File: src/rtl/ip_rewrite_manager_pkg.sv
// Shared types for the IP rewrite manager: request width, status codes,
// tile selector and the update sequencer state encoding.
package ip_rewrite_manager_pkg;

  localparam int IP_REWRITE_TABLE_REQ_BYTES = 16;
  localparam int IP_REWRITE_TABLE_REQ_W     = IP_REWRITE_TABLE_REQ_BYTES * 8;

  typedef enum logic [7:0] {
    IP_REWRITE_OK  = 8'h00,
    IP_REWRITE_BAD = 8'h01
  } ip_rewrite_status;

  typedef enum logic [0:0] {
    TILE_RX = 1'b0,
    TILE_TX = 1'b1
  } ip_manager_tile_sel;

  typedef enum logic [2:0] {
    IDLE    = 3'd0,
    SEND_RX = 3'd1,
    WAIT_RX = 3'd2,
    SEND_TX = 3'd3,
    WAIT_TX = 3'd4,
    RESP    = 3'd5
  } seq_state_e;

endpackage

File: src/rtl/ip_rewrite_ack_timer.sv
// Saturating ack-wait counter shared by both tile waits; timeout fires on the
// last allowed cycle unless an ack arrives in that same cycle.
module ip_rewrite_ack_timer #(
  parameter int TIMEOUT_CYCLES = 1024,
  parameter int TIMEOUT_W      = $clog2(TIMEOUT_CYCLES + 1)
) (
  input  logic clk,
  input  logic rst_n,
  input  logic start,
  input  logic run,
  input  logic ack,
  output logic timeout
);

  localparam logic [TIMEOUT_W-1:0] LAST = TIMEOUT_W'(TIMEOUT_CYCLES - 1);

  logic [TIMEOUT_W-1:0] cnt;

  always_ff @(posedge clk or negedge rst_n) begin
    if (!rst_n) begin
      cnt <= '0;
    end else if (start) begin
      cnt <= '0;
    end else if (run && (cnt != LAST)) begin
      cnt <= cnt + 1'b1;
    end
  end

  assign timeout = run && !ack && (cnt == LAST);

endmodule

File: src/rtl/ip_rewrite_update_sequencer.sv
// Programs RX then TX rewrite tile per request, one status per request; notif sends
// stall on backpressure, ack waits time out. `IP_REWRITE_SEQ_STATS_EN adds counters.
module ip_rewrite_update_sequencer
  import ip_rewrite_manager_pkg::*;
#(
  parameter int TIMEOUT_CYCLES = 1024,
  parameter int TIMEOUT_W      = $clog2(TIMEOUT_CYCLES + 1)
) (
  input  logic                              clk,
  input  logic                              rst_n,
  input  logic                              req_val,
  input  logic [IP_REWRITE_TABLE_REQ_W-1:0] req_data,
  output logic                              req_rdy,
  output logic                              rx_notif_val,
  output logic [IP_REWRITE_TABLE_REQ_W-1:0] rx_notif_data,
  input  logic                              rx_notif_rdy,
  input  logic                              rx_ack_val,
  input  logic                              rx_ack_bad,
  output logic                              tx_notif_val,
  output logic [IP_REWRITE_TABLE_REQ_W-1:0] tx_notif_data,
  input  logic                              tx_notif_rdy,
  input  logic                              tx_ack_val,
  input  logic                              tx_ack_bad,
  output logic                              resp_val,
  output logic [7:0]                        resp_status,
  input  logic                              resp_rdy,
  output logic                              busy
`ifdef IP_REWRITE_SEQ_STATS_EN
  ,
  output logic [31:0]                       stat_ok_cnt,
  output logic [31:0]                       stat_bad_cnt,
  output logic [31:0]                       stat_timeout_cnt
`endif
);

  localparam logic [2:0] ST_IDLE    = IDLE;
  localparam logic [2:0] ST_SEND_RX = SEND_RX;
  localparam logic [2:0] ST_WAIT_RX = WAIT_RX;
  localparam logic [2:0] ST_SEND_TX = SEND_TX;
  localparam logic [2:0] ST_WAIT_TX = WAIT_TX;
  localparam logic [2:0] ST_RESP    = RESP;

  logic [2:0]                        state;
  logic [IP_REWRITE_TABLE_REQ_W-1:0] req_q;
  logic [7:0]                        status_q;
  ip_manager_tile_sel                tile_sel;
  logic                              ack_val;
  logic                              timer_start;
  logic                              timer_run;
  logic                              timeout;

  // Only the ack of the tile currently being waited on is ever looked at.
  assign tile_sel    = (state == ST_WAIT_TX) ? TILE_TX : TILE_RX;
  assign ack_val     = (tile_sel == TILE_TX) ? tx_ack_val : rx_ack_val;
  assign timer_run   = (state == ST_WAIT_RX) || (state == ST_WAIT_TX);
  assign timer_start = ((state == ST_SEND_RX) && rx_notif_rdy) ||
                       ((state == ST_SEND_TX) && tx_notif_rdy);

  ip_rewrite_ack_timer #(
    .TIMEOUT_CYCLES(TIMEOUT_CYCLES),
    .TIMEOUT_W     (TIMEOUT_W)
  ) u_ack_timer (
    .clk    (clk),
    .rst_n  (rst_n),
    .start  (timer_start),
    .run    (timer_run),
    .ack    (ack_val),
    .timeout(timeout)
  );

  always_ff @(posedge clk or negedge rst_n) begin
    if (!rst_n) begin
      state    <= ST_IDLE;
      req_q    <= '0;
      status_q <= IP_REWRITE_OK;
    end else begin
      case (state)
        ST_IDLE: if (req_val) begin
          req_q <= req_data;
          state <= ST_SEND_RX;
        end
        ST_SEND_RX: if (rx_notif_rdy) state <= ST_WAIT_RX;
        ST_WAIT_RX: begin
          if (rx_ack_val) begin
            if (rx_ack_bad) begin
              status_q <= IP_REWRITE_BAD;
              state    <= ST_RESP;
            end else begin
              state <= ST_SEND_TX;
            end
          end else if (timeout) begin
            status_q <= IP_REWRITE_BAD;
            state    <= ST_RESP;
          end
        end
        ST_SEND_TX: if (tx_notif_rdy) state <= ST_WAIT_TX;
        ST_WAIT_TX: begin
          if (tx_ack_val) begin
            if (tx_ack_bad) status_q <= IP_REWRITE_BAD;
            state <= ST_RESP;
          end else if (timeout) begin
            status_q <= IP_REWRITE_BAD;
            state    <= ST_RESP;
          end
        end
        ST_RESP: if (resp_rdy) begin
          status_q <= IP_REWRITE_OK;
          state    <= ST_IDLE;
        end
        default: state <= ST_IDLE;
      endcase
    end
  end

  assign req_rdy       = (state == ST_IDLE);
  assign busy          = (state != ST_IDLE);
  assign rx_notif_val  = (state == ST_SEND_RX);
  assign tx_notif_val  = (state == ST_SEND_TX);
  assign rx_notif_data = req_q;
  assign tx_notif_data = req_q;
  assign resp_val      = (state == ST_RESP);
  assign resp_status   = status_q;

`ifdef IP_REWRITE_SEQ_STATS_EN
  logic resp_fire;
  assign resp_fire = (state == ST_RESP) && resp_rdy;

  always_ff @(posedge clk or negedge rst_n) begin
    if (!rst_n) begin
      stat_ok_cnt      <= '0;
      stat_bad_cnt     <= '0;
      stat_timeout_cnt <= '0;
    end else begin
      if (resp_fire && (status_q == IP_REWRITE_OK) && (stat_ok_cnt != '1))
        stat_ok_cnt <= stat_ok_cnt + 1'b1;
      if (resp_fire && (status_q != IP_REWRITE_OK) && (stat_bad_cnt != '1))
        stat_bad_cnt <= stat_bad_cnt + 1'b1;
      if (timeout && (stat_timeout_cnt != '1))
        stat_timeout_cnt <= stat_timeout_cnt + 1'b1;
    end
  end
`endif

endmodule

File: config.mk
export PLATFORM = sky130hd
export DESIGN_NAME = ip_rewrite_update_sequencer
export DESIGN_NICKNAME = d
export VERILOG_FILES = /design/src/rtl/ip_rewrite_manager_pkg.sv /design/src/rtl/ip_rewrite_ack_timer.sv /design/src/rtl/ip_rewrite_update_sequencer.sv
export SDC_FILE = /design/constraint.sdc
export NUM_CORES = 1
export LEC_CHECK = 0
export ABC_AREA = 1
export CORE_MARGIN = 2
export CORE_UTILIZATION = 30
export CTS_BUF_LIST = sky130_fd_sc_hd__clkbuf_8
export CTS_CLUSTER_SIZE = 28
export DETAILED_ROUTE_END_ITERATION = 10
export DONT_BUFFER_PORTS = 1
export SYNTH_ARGS = -nofsm -noshare
export SYNTH_HDL_FRONTEND = slang
export SYNTH_HIERARCHICAL = 1
export SYNTH_SLANG_ARGS = --single-unit
File: constraint.sdc
create_clock -name clk -period 2.1 [get_ports clk]
set_input_delay 0.21 -clock clk [delete_from_list [all_inputs] [get_ports clk]]
set_output_delay 0.21 -clock clk [all_outputs]
set_load 0.1 [all_outputs]
Yosys cells after proc, flatten, opt, wreduce, memory -nomap -nowiden
Cells that the tools add are included.
{"block": "classes", "n_addsub": 1, "n_reduce_logical": 15, "eq_ne": 13, "muxes": 20}
{"cell": "two-way mux 8 bit", "count": 6}
{"cell": "two-way mux 3 bit", "count": 8}
{"cell": "one-hot mux 8 bit (3 select lines)", "count": 1}
{"cell": "two-way mux 11 bit", "count": 2}
{"cell": "one-hot mux 3 bit (6 select lines)", "count": 1}
{"cell": "adder 11 x 1 -> 11 bit, second input constant", "count": 1}
{"cell": "equality test 11 x 10 -> 1 bit, second input constant", "count": 1}
{"cell": "inequality test 11 x 10 -> 1 bit, second input constant", "count": 1}
{"cell": "AND reduction 4 bit", "count": 2}
{"cell": "equality test 3 x 2 -> 1 bit, second input constant", "count": 2}
{"cell": "equality test 3 bit, second input constant", "count": 2}
{"cell": "inequality test 2 x 1 -> 1 bit, second input constant", "count": 3}
{"cell": "inequality test 3 bit, second input constant", "count": 2}
{"cell": "nonzero test 3 bit", "count": 2}
{"cell": "logical AND 1 bit", "count": 5}
{"cell": "equality test 3 x 1 -> 1 bit, second input constant", "count": 1}
{"cell": "logical NOT 3 bit", "count": 1}
{"cell": "logical OR 1 bit", "count": 2}
{"cell": "two-way mux 1 bit", "count": 2}
{"cell": "inequality test 2 bit, second input constant", "count": 1}
{"cell": "AND reduction 2 bit", "count": 1}
{"cell": "nonzero test 2 bit", "count": 1}
{"cell": "logical NOT 1 bit", "count": 1}
{"block": "totals", "input_bits": 138, "output_inout_bits": 269, "wordCells": 53, "register_bits": 150}

Logic depth before layout (Yosys ltp)
{"block": "logic_depth", "word_depth": 9, "mapped_depth": 13, "mapped_depth_nobuf": 11}

Hierarchy
The synthesis kept the hierarchy.
{"module": "ip_rewrite_update_sequencer", "n_inst": 1, "seq_area_each_um2": 3478.3, "area_each_um2": 7045.5, "cells_per_inst": 816}
{"module": "ip_rewrite_ack_timer", "n_inst": 1, "seq_area_each_um2": 275.3, "area_each_um2": 711.9, "cells_per_inst": 101}

Worst setup path before layout
No wires, ideal clock.
{"block": "synth_timing", "path_type": "reg-to-reg", "start": "register state[0]", "end": "register u_ack_timer.cnt[1]", "required_time_ns": 1.983, "arrival_ns": 2.723, "period_less_slack_ns": 2.840, "setup_ns": 0.117, "path_buffers": 2, "path_slack_ns": -0.740, "path_stages_with_launch": 10, "path_cell_list": "dfrtp_1 -> nand2_1 -> nor2_1 -> inv_1 -> o21ai_0 -> buf_2 -> inv_1 -> buf_2 -> nand3_1 -> nand2_1"}
{"block": "synth_between", "elab_chain_len": 4, "word_cells_on_any_way": 11, "cone_classes": "eq/ne (4); mux (1); reduce/logical (6)"}
{"element": "start, declared", "line_no": "ip_rewrite_update_sequencer.sv:43", "rtl": "logic [2:0] state;"}
{"element": "start signal, assigned", "line_no": "ip_rewrite_update_sequencer.sv:73", "rtl": "state <= ST_IDLE;"}
{"element": "start signal, assigned", "line_no": "ip_rewrite_update_sequencer.sv:80", "rtl": "state <= ST_SEND_RX;"}
{"element": "start signal, assigned", "line_no": "ip_rewrite_update_sequencer.sv:82", "rtl": "ST_SEND_RX: if (rx_notif_rdy) state <= ST_WAIT_RX;"}
{"element": "equality test 3 x 2 -> 1 bit *"}
{"element": "named net tx_notif_val", "line_no": "ip_rewrite_update_sequencer.sv:19", "rtl": "output logic tx_notif_val,"}
{"element": "logical AND 1 bit *", "line_no": "ip_rewrite_update_sequencer.sv:57", "rtl": "((state == ST_SEND_TX) && tx_notif_rdy);"}
{"element": "logical OR 1 bit *", "line_no": "ip_rewrite_update_sequencer.sv:56", "rtl": "assign timer_start = ((state == ST_SEND_RX) && rx_notif_rdy) ||"}
{"element": "named net timer_start", "line_no": "ip_rewrite_update_sequencer.sv:48", "rtl": "logic timer_start;"}
{"element": "two-way mux 11 bit or nonzero test 2 bit (tied branches)"}
{"element": "end signal, assigned", "line_no": "ip_rewrite_ack_timer.sv:25", "rtl": "cnt <= cnt + 1'b1;"}
{"element": "end, declared", "line_no": "ip_rewrite_ack_timer.sv:17", "rtl": "logic [TIMEOUT_W-1:0] cnt;"}
The timed path passes the listed nets; every way through them passes the cells marked *.
A chain may end at the register's enable or synchronous reset.

Final worst setup path
{"block": "layout_timing", "start": "register state[0]", "end": "output port req_rdy"}
{"block": "layout_between", "elab_chain_len": 1}
{"element": "logical NOT 3 bit", "line_no": "ip_rewrite_update_sequencer.sv:115", "rtl": "assign req_rdy = (state == ST_IDLE);"}
{"element": "end, declared", "line_no": "ip_rewrite_update_sequencer.sv:13", "rtl": "output logic req_rdy,"}
Every way passes these cells.

==> results.py <==
metrics = {
    "sta": {
        "max_freq_mhz": 507,
        "post-route-period-util_pct": 93.9,
        "hold_slack_ps": -555,
        "slew_headroom_pct": 59.8,
        "final_max_slew_viol_count": 0,
        "hold_violations": 150,
        "worstMarginPinSlew_ps": 603,
        "worst_clock_skew_ps": 11.6,
        "min_period_ps": 1970,
        "rsz0062_at_grt": "false",
        "fin_ws_ps": 129,
        "setup_tns_ps": 0,
        "setup_violations": 0,
    },
    "finish": {
        "final_cell_mix": "299 x nand2_1, 134 x o21ai_0, 130 x dlygate4sd3_1",
        "drive_gt1_share_pct": 33.8,
        "syn_to_final_growth_pct": 44.8,
        "final_common_cell": "nand2_1",
        "diodes": 0,
        "layout.nets": 1187,
        "fin_area_um2": 11200,
    },
    "worst_setup_path": {
        "worstRegToRegCells": 12,
        "worst-path-max-fanout": 46,
        "cp-start-kind": "flop",
        "path_class": "reg2out",
        "required_ps": 1890,
        "r2r_start": "state[0]",
        "slowest_stage": "dfrtp_2",
        "r2r_slack_ps": 180,
        "path_cells": "nor2_4, nand2_4, buf_12, inv_1, buf_6",
        "arrival_ps": 1760,
        "end_kind": "primary output",
        "r2r_end": "resp_status[0]",
        "slowest_delay_ps": 470,
    },
    "logic_synthesis": {
        "synth_fp_nets": 1056,
        "ys_seq_elements": 150,
        "synth-async-reset-ratio_pct": 100,
        "synthTopCellsByArea": "dfrtp_1 48%, nand2_1 14%, buf_4 12%",
        "netlist_area_um2": 7760,
        "syn_inst": 917,
        "synth_top_area_cell": "dfrtp_1",
        "synth.distinct_cells": 31,
        "synth_edf_count": 0,
        "syn_area_per_cell_um2": 8.46,
        "seq_area_frac_synth_pct": 48.4,
        "ys.flop_type": "dfrtp_1",
        "yosysTopAreaCellShare_pct": 48.4,
        "ys_warn_count": 6,
    },
    "floorplan": {
        "start_util_pct": 30.7,
        "die_h_um": 165,
        "die_width_um": 165,
        "ios": 407,
        "die-area_um2": 27200,
        "rows": 58,
        "core_um2": 25300,
    },
    "clock_tree": {
        "postCtsHoldBufs": 130,
        "cts_max_level": 4,
        "cts.path.max_buffers": 2,
        "cts_tree": "yes",
        "clock_latency_ps": 440,
        "clk_root_buffer_cell": "clkbuf_8",
        "cts_setup_buffers": 0,
        "path_clk_slew_ps": 100,
        "cts_buffers": 17,
        "clock_sinks": 150,
    },
    "routing": {
        "antenna_left": 0,
        "wire_per_inst_um": 16.7,
        "viasPerCell": 4.71,
        "post-route-drc-count": 0,
        "vias": 6551,
        "routed_wirelength_mm": 23.2,
        "drt_first_pass_iters": 5,
        "dr.first_iter.drc_count": 456,
    },
    "global_routing": {
        "grt_overflow": 0,
        "first_global_vias": 6676,
        "antenna_found_initial": 0,
        "grt_usage_pct": 16.7,
        "grt_pass1_wl_mm": 35.2,
        "grt_max_degree": 151,
    },
    "flow_run": {
        "cap_viol_max_count": 0,
    },
    "outcome": {
        "status": "complete, but fails checks",
        "violations": "negative hold slack",
    },
    "placement": {
        "dp_hpwl_mm": 15.3,
        "place_congestion": 0.879,
        "place_area_um2": 9550,
        "dpl_worst_slack_ps": 58.3,
        "io_buffers": 0,
    },
    "worst_hold_path": {
        "min_path_type": "in2async",
    },
}
-- worst max-delay path, delay by kind of cell (launching register included) --
kind | cells | cell delay [ps]
DFF | 1 | 470
buffers and inverters | 3 | 530
and+or+nand+nor | 2 | 290
-- metrics by stage --
step                      utilization (%)  std cells  hold slack [ps]
after floorplan                         -        917            -85.6
after global routing                 44.5       1391             -631
after detailed placement             37.8       1229            -82.9
after global placement               37.8       1229            -82.8
final                                44.5       1391             -555
after CTS                            44.4       1391             -608
-- routing by layer --
metal / vias to the layer above / GRT usage [%] / share of wire, %
li1: 3052 / - / -
met1: 3151 / 19.5 / 40
met2: 305 / 29.3 / 52
met3: 43 / 4.24 / 6.2
met4: 0 / 6.13 / 2.4
met5: - / 0 / 0
-- final cells by class --
type,instances,area (um2)
Fill cell,2303,14000
Clock inverter,13,113
Sequential cell,150,3920
Multi-Input combinational cell,558,2550
Inverter,33,129
Timing Repair Buffer,288,3850
Tap cell,330,413
Clock buffer,19,262
-- repair_timing --
item                       4_1_cts  5_1_grt
resized for setup                0        4
hold endpoints to repair       280      150
setup endpoints to repair        0        9
-- Yosys cell counts, types with 7 or more instances --
| library cell | number |
|---|---|
| o22ai_1 | 7 |
| nand3_1 | 44 |
| clkbuf_1 | 19 |
| inv_1 | 28 |
| o21ai_0 | 134 |
| nor2_1 | 18 |
| buf_4 | 128 |
| dfrtp_1 | 150 |
| nand2_2 | 24 |
| buf_8 | 9 |
| clkbuf_2 | 9 |
| nand2_1 | 299 |
| o21bai_1 | 9 |
-- kinds of logic (layout without fill, tap and decap cells) --
logic type	after synthesis	count (layout)	synth area share [%]
DFF	150	150	48.4
AOI/OAI and AO/OA	155	155	10.4
xor gates and xnor gates	2	2	0.226
and+or+nand+nor	400	400	21.9
adders and majority gates	1	1	0.161
buffers and inverters	209	353	19.0
-- state kept, by name, summed over array words and instances, names as in the netlist --
| register | count |
|---|---|
| u_ack_timer/cnt | 11 |
| resp_status | 8 |
| rx_notif_data | 128 |
| state | 3 |
-- worst max path at each step --
stage,cells after the start,start,end,slack [ps]
after floorplan,11,state[0],resp_status[1],1
after global placement,12,state[0],resp_status[0],150
after detailed placement,12,state[0],resp_status[5],60
after CTS,12,state[0],resp_status[5],20
after global routing,5,state[0],req_rdy,20
final,5,state[0],req_rdy,130
Power is not shown: default switching activity piles up to over one toggle a cycle in this logic, so the estimate is an artifact.
